**config.mk**
```make
export PLATFORM = sky130hd
export DESIGN_NAME = sevseg_scan_ctrl
export DESIGN_NICKNAME = d
export VERILOG_FILES = /design/src/rtl/sevseg_scan_ctrl.sv
export SDC_FILE = /design/constraint.sdc
export NUM_CORES = 1
export LEC_CHECK = 0
export CAP_MARGIN = 20
export CORE_MARGIN = 2
export CORE_UTILIZATION = 55
export CTS_BUF_LIST = sky130_fd_sc_hd__clkbuf_4 sky130_fd_sc_hd__clkbuf_8
export DETAILED_ROUTE_END_ITERATION = 7
export PLACE_DENSITY = 0.84
export SLEW_MARGIN = 0
export SYNTH_ARGS = -nofsm -noshare
export SYNTH_HDL_FRONTEND = slang
export SYNTH_SLANG_ARGS = --single-unit
```
**constraint.sdc**
```tcl
create_clock -name clk -period 2.5 [get_ports clk]
set_input_delay 0.5 -clock clk [delete_from_list [all_inputs] [get_ports clk]]
set_output_delay 0.5 -clock clk [all_outputs]
set_load 0.005 [all_outputs]
```
**src/rtl/sevseg_scan_ctrl.sv**
```systemverilog
// Multiplexed seven-segment scan controller: double-buffered frame intake,
// one shared hex decoder driven per digit, registered segment/anode outputs.
module sevseg_scan_ctrl #(
  parameter int DIGITS       = 4,
  parameter int REFRESH_DIV  = 1000,
  parameter int GUARD_CYCLES = 2
) (
  input  logic                  clk,
  input  logic                  rst,
  input  logic                  load,
  output logic                  ready,
  input  logic [4*DIGITS-1:0]   data_in,
  input  logic [DIGITS-1:0]     blank_in,
  input  logic [DIGITS-1:0]     dp_in,
  output logic [3:0]            hex_out,
  input  logic [6:0]            seg_in,
  output logic [6:0]            seg_out,
  output logic                  dp_out,
  output logic [DIGITS-1:0]     an_out,
  output logic                  frame_done
);

  localparam int IDX_W   = $clog2(DIGITS);
  localparam int CNT_MAX = (REFRESH_DIV > GUARD_CYCLES) ? REFRESH_DIV : GUARD_CYCLES;
  localparam int CNT_W   = $clog2(CNT_MAX);

  localparam logic [IDX_W-1:0] LAST_IDX   = IDX_W'(DIGITS - 1);
  localparam logic [CNT_W-1:0] ON_LAST    = CNT_W'(REFRESH_DIV - 1);
  localparam logic [CNT_W-1:0] GUARD_LAST = CNT_W'(GUARD_CYCLES - 1);

  typedef enum logic [1:0] {IDLE, GUARD, ON} state_t;

  state_t             state, state_next;
  logic [IDX_W-1:0]   idx, idx_next;
  logic [CNT_W-1:0]   cnt, cnt_next;
  logic               transfer, frame_end, accept;

  logic                shadow_full;
  logic [4*DIGITS-1:0] shadow_data, active_data;
  logic [DIGITS-1:0]   shadow_blank, active_blank;
  logic [DIGITS-1:0]   shadow_dp, active_dp;

  logic [3:0]          cur_nibble;
  logic                cur_blank, cur_dp;
  logic [DIGITS-1:0]   cur_an;
  logic                lit;

  always_ff @(posedge clk) begin
    if (rst) begin
      state <= IDLE;
      idx   <= '0;
      cnt   <= '0;
    end else begin
      state <= state_next;
      idx   <= idx_next;
      cnt   <= cnt_next;
    end
  end

  always_comb begin
    state_next = state;
    idx_next   = idx;
    cnt_next   = cnt;
    transfer   = 1'b0;
    frame_end  = 1'b0;
    case (state)
      IDLE: begin
        if (shadow_full) begin
          transfer   = 1'b1;
          idx_next   = '0;
          cnt_next   = '0;
          state_next = GUARD;
        end
      end
      GUARD: begin
        if (cnt == GUARD_LAST) begin
          cnt_next   = '0;
          state_next = ON;
        end else begin
          cnt_next = cnt + CNT_W'(1);
        end
      end
      ON: begin
        if (cnt == ON_LAST) begin
          cnt_next   = '0;
          state_next = GUARD;
          if (idx == LAST_IDX) begin
            // Frame wrap: rescan the active frame unless a new one is waiting.
            frame_end = 1'b1;
            idx_next  = '0;
            transfer  = shadow_full;
          end else begin
            idx_next = idx + IDX_W'(1);
          end
        end else begin
          cnt_next = cnt + CNT_W'(1);
        end
      end
      default: state_next = IDLE;
    endcase
  end

  // Accept and transfer are exclusive: one needs the shadow empty, the other full.
  assign accept = load && !shadow_full;

  always_ff @(posedge clk) begin
    if (rst) begin
      shadow_full  <= 1'b0;
      shadow_data  <= '0;
      shadow_blank <= '0;
      shadow_dp    <= '0;
      active_data  <= '0;
      active_blank <= '0;
      active_dp    <= '0;
    end else begin
      if (transfer) begin
        active_data  <= shadow_data;
        active_blank <= shadow_blank;
        active_dp    <= shadow_dp;
        shadow_full  <= 1'b0;
      end
      if (accept) begin
        shadow_data  <= data_in;
        shadow_blank <= blank_in;
        shadow_dp    <= dp_in;
        shadow_full  <= 1'b1;
      end
    end
  end

  always_comb begin
    cur_nibble = '0;
    cur_blank  = 1'b0;
    cur_dp     = 1'b0;
    cur_an     = '1;
    for (int unsigned k = 0; k < DIGITS; k++) begin
      if (idx == IDX_W'(k)) begin
        cur_nibble = active_data[4*k +: 4];
        cur_blank  = active_blank[k];
        cur_dp     = active_dp[k];
        cur_an[k]  = 1'b0;
      end
    end
  end

  assign lit        = (state == ON) && !cur_blank;
  assign hex_out    = (state == IDLE) ? 4'h0 : cur_nibble;
  assign ready      = !shadow_full;
  assign frame_done = frame_end;

  always_ff @(posedge clk) begin
    if (rst) begin
      seg_out <= '0;
      dp_out  <= 1'b0;
      an_out  <= '1;
    end else begin
      seg_out <= seg_in;
      dp_out  <= lit && cur_dp;
      an_out  <= lit ? cur_an : '1;
    end
  end

endmodule

```
[Yosys cells after proc, flatten, opt, wreduce, memory -nomap -nowiden]
Index checks and enable logic that the tools add are counted.
Operators by class
  add/subtract/negate cells: 2
  reductions and logical operators: 14
  muxes and demuxes: 38
  bitwise logic cells: 1
  eq/ne operators: 10
Operators by type and width (count)
  10-bit two-way mux: 3
  10-bit one-hot mux with 3 select lines: 1
  1-bit two-way mux: 20
  4-bit two-way mux: 5
  2-bit two-way mux: 6
  10-bit by 1-bit adder with 10-bit output (second input constant): 1
  10-bit by 1-bit == test with 1-bit output (second input constant): 1
  10-bit == test (second input constant): 1
  2-bit == test (second input constant): 3
  2-bit inequality test (second input constant): 3
  2-bit one-hot mux with 3 select lines: 1
  3-bit AND reduction: 2
  2-bit by 1-bit == test with 1-bit output (second input constant): 2
  2-bit zero test: 2
  2-bit one-hot mux with 2 select lines: 1
  2-bit nonzero test: 2
  1-bit logical AND: 3
  3-bit nonzero test: 1
  2-bit by 1-bit adder with 2-bit output (second input constant): 1
  1-bit zero test: 2
  1-bit one-hot mux with 2 select lines: 1
  2-bit AND reduction: 1
  2-bit OR reduction: 1
  1-bit NOT: 1
Word-level totals
  bits of input ports: 34
  output and inout bits: 18
  logic and storage cells: 78
  register bits after elaboration: 75

[Depth between registers and ports, before layout]
  depth in word-level cells: 9
  depth in mapped cells: 8
  gate-level depth less buffers: 6

[Worst setup path after synthesis]
No wires, ideal clock.
  path kind: register -> output
  start: register idx[1]
  end: output port hex_out[0]
  cell stages (with the launch flop): 8
  required time: 2.000 ns
  slack: 0.618 ns
  arrival: 1.382 ns
  cells stage by stage: dfxtp_1 > inv_1 > ha_1 > clkbuf_1 > nor2b_1 > a221oi_1 > a211o_1 > a21oi_1
On the way
  word-level cells in the longest chain between the ends: 6
  elaborated cells between the ends (all ways): 9
RTL lines
  from (decl): RTL line 34  | logic [IDX_W-1:0] idx, idx_next;
  from (signal assigned): RTL line 55  | idx <= idx_next;
  2-bit zero test: RTL line 137  | if (idx == IDX_W'(k)) begin
  4-bit two-way mux (3 in series): RTL line 137
  4-bit two-way mux (*): RTL line 137
  4-bit two-way mux (*): RTL line 147  | assign hex_out = (state == IDLE) ? 4'h0 : cur_nibble;
  to (decl): RTL line 15  | output logic [3:0] hex_out,
Every way passes the cells marked *; elsewhere a longest branch is shown, timed or not.

[Final worst setup path]
  start: register cnt[0]
  end: output port frame_done
On the way
  word-level cells in the longest chain between the ends: 3
RTL lines
  from (decl): RTL line 35  | logic [CNT_W-1:0] cnt, cnt_next;
  from (signal assigned): RTL line 56  | cnt <= cnt_next;
  10-bit == test: RTL line 84  | if (cnt == ON_LAST) begin
  1-bit two-way mux: RTL line 84
  1-bit two-way mux: RTL line 66  | case (state)
  to (decl): RTL line 20  | output logic frame_done
No other way between the ends.

==> summary.md <==
| Metric | Value |
|---|---|
| Layout overhead on the synthesized area | 23.7% |
| Top_reg_cell synth | dfxtp_1 |
| Final GP Congestion | 0.836 |
| GRT Overall Usage | 22.8% |
| Fin cells | 514 |
| Worst-margin pin slew | 0.548 ns |
| Vias in the first global route | 2500 |
| Largest net degree at the start of global routing | 53 |
| Fin. max-slew vios | 0 |
| Cts hold-fix bufs | 0 |
| GR Overflow Total | 0 |
| Post-Syn Instances | 389 |
| Number of synthesized register bits | 75 |
| Post-synthesis cell type count | 42 |
| Hold slack | 0.456 ns |
| Crit start category | register |
| Final Hold Viols | 0 |
| Yosys Warn Count | 0 |
| Clk slew on worst S/H paths | 0.08 ns |
| Peak VDD IR | 0.542 mV |
| HP Class | register to register |
| Total power | 2.74 mW |
| CTS tree | done |
| # rows | 28 |
| Dpl ws | 0.0816 ns |
| Post-synthesis cell area | 3290 µm² |
| Final period util | 97.0% |
| Nets | 478 |
| Leak Pwr | 1.45 nW |
| Via-to-Cell Ratio | 5.31 |
| ANT nets after route | 0 |
| Worst-skew pair later-pin latency | 0.35 ns |
| CP Cell Sequence | ha_2 > and4bb_2 > and4_1 > clkdlybuf4s50_1 |
| First DRT Iteration DRCs | 167 |
| DRC violations left | 0 |
| Longest Clk Path Bufs | 2 |
| Avg Inst Size Synth | 8.47 µm² |
| Share of layout cells above drive strength 1 | 9.11% |
| Setup Buffers After CTS | 0 |
| Initial core utilization | 56.3% |
| Die Width | 81.4 µm |
| DP Wirelength | 4.61 mm |
| Wire per inst | 13.4 µm |
| Crit path arrival time | 1.92 ns |
| Core Box Area | 5850 µm² |
| Tmin final | 2.42 ns |
| Cell taking the most area after synthesis | dfxtp_1 |
| Worst Setup End Kind | output port |
| Synth top area cells | dfxtp_1 (46%), nand2_1 (13%), mux2i_1 (7.6%), a21oi_1 (5.5%), ha_1 (3.8%) |
| Top cell type's share of synthesized area | 45.6% |
| Setup CP Type | register to output port |
| Antenna cell count | 0 |
| Sequential area share after synthesis | 45.6% |
| Status | completed |
| Clk sinks | 75 |
| Final Setup Violations | 0 |
| PnR worst setup slack | 0.0754 ns |
| Mapped Nets | 433 |
| 1st-pass router iterations | 5 |
| Post-synth EDFFs | 0 |
| Initial antenna violation count | 0 |
| Pwr Density | 673 nW/µm² |
| Max stage delay on crit path | 0.50 ns |
| Most frequent cells in the layout | nand2_1 (118), dfxtp_1 (71), clkdlybuf4s50_1 (47) |
| Vert. Die Dim | 81.4 µm |
| Total CTS buffers | 9 |
| First-pass GRT wire length | 11.5 mm |
| Clock root buffer | clkbuf_8 |
| Max Clock Skew | 0.00702 ns |
| CP required | 2.00 ns |
| Fmax achieved | 412 MHz |
| Slew HR | 63.3% |
| Post-synth ARST share | 0% |
| DR vias | 2727 |
| Die ar. | 6620 µm² |
| CP max-delay cell | clkdlybuf4s50_1 |
| Max cap viols | 0 |
| Port buffer count | 51 |
| Max FO, Critical Path | 5 |
| H-tree depth | 3 |
| I/O pin cnt | 52 |
| Commonest non-fill, non-tap cell in the layout | nand2_1 |
| DRT Wirelength | 6.88 mm |
| Placed Instances | 498 |
| RSZ-0062 raised after global routing | yes |
-- cell type report --
cell class | instances | area [µm²]
clock buffers | 11 | 145
clock inverters | 5 | 28.8
fillers | 469 | 1780
inverters | 15 | 56.3
multi-input cells | 275 | 1670
flip-flops and latches | 75 | 1510
well taps | 75 | 93.8
repair buffers | 58 | 571
-- kinds of logic after synthesis --
group                    after synthesis  share of synthesized area (%)
XOR/XNOR                               3                          0.798
flip-flops                            75                           45.6
buffers and inverters                 39                           5.39
multiplexers                          25                           7.60
AO/OA/AOI/OAI                         67                           13.0
adder cells (fa/ha/maj)               10                           3.80
AND/OR/NAND/NOR                      170                           23.8
-- critical path, delay by kind of cell (launching register included) --
family	cells	cell delay [ns]
flip-flops	1	0.37
AND/OR/NAND/NOR	2	0.50
adder cells (fa/ha/maj)	1	0.19
buffers and inverters	1	0.50
-- power breakdown --
group          internal, mW  switching (mW)
combinational         0.263           0.335
sequential             1.26          0.0445
clock                 0.393           0.441
total                  1.92           0.820
-- path summary, 6_finish.rpt --
check / depth (start not counted) / startpoint / end / slack, ns
setup / recovery: 4 / cnt[0] / frame_done / 0.08
hold / removal: 2 / shadow_data[11] / shadow_data[11] / 0.46
setup reg to reg: 6 / state[0] / cnt[9] / 0.47
hold reg to reg: 2 / shadow_data[11] / shadow_data[11] / 0.46
-- cell usage after synthesis (2+ instances only) --
cell and instances:
mux2i_1 25, buf_6 4, a221oi_1 6, and4_1 2, dfxtp_1 75, ha_1 10, nor4b_1 3, o21ai_0 6
nand2_1 118, nand3_1 2, nand4_1 2, or3_1 5, a211o_1 5, o31ai_1 2, xnor2_1 3, nor3_1 5
nor2_1 7, nor2b_1 16, or4_4 2, a21oi_1 36, a31oi_1 4, inv_1 14, clkbuf_1 18
-- state kept, by name, indices dropped and copies added, names as in the netlist, 2 cells and up --
signal        flops
active_data      16
shadow_data      16
cnt              10
seg_out           7
active_blank      4
active_dp         4
an_out            4
shadow_blank      4
shadow_dp         4
idx               2
state             2
-- per-layer routing --
layer	vias to the layer above	global-route usage [%]	routed length (µm)
li1	1395	-	-
met1	1272	27.9	3120
met2	47	38.3	3360
met3	13	5.44	249
met4	0	9.83	146
met5	-	0	0
-- stage by stage --
stage | util, % | area (µm²) | setup TNS [ns]
3_3_place_gp | 65.7 | 3840 | 0
3_5_place_dp | 65.7 | 3840 | 0
4_1_cts | 69.5 | 4070 | 0
2_1_floorplan | - | 3290 | 0
5_1_grt | 69.7 | 4080 | -0.0331
6_report | 69.7 | 4080 | 0
-- what timing repair did --
item / 4_1_cts / 5_1_grt
resized for setup: 15 / 6
pin swaps: 0 / 0
endpoints found under the setup margin: 5 / 4
Power figures use the tool's default switching activity.
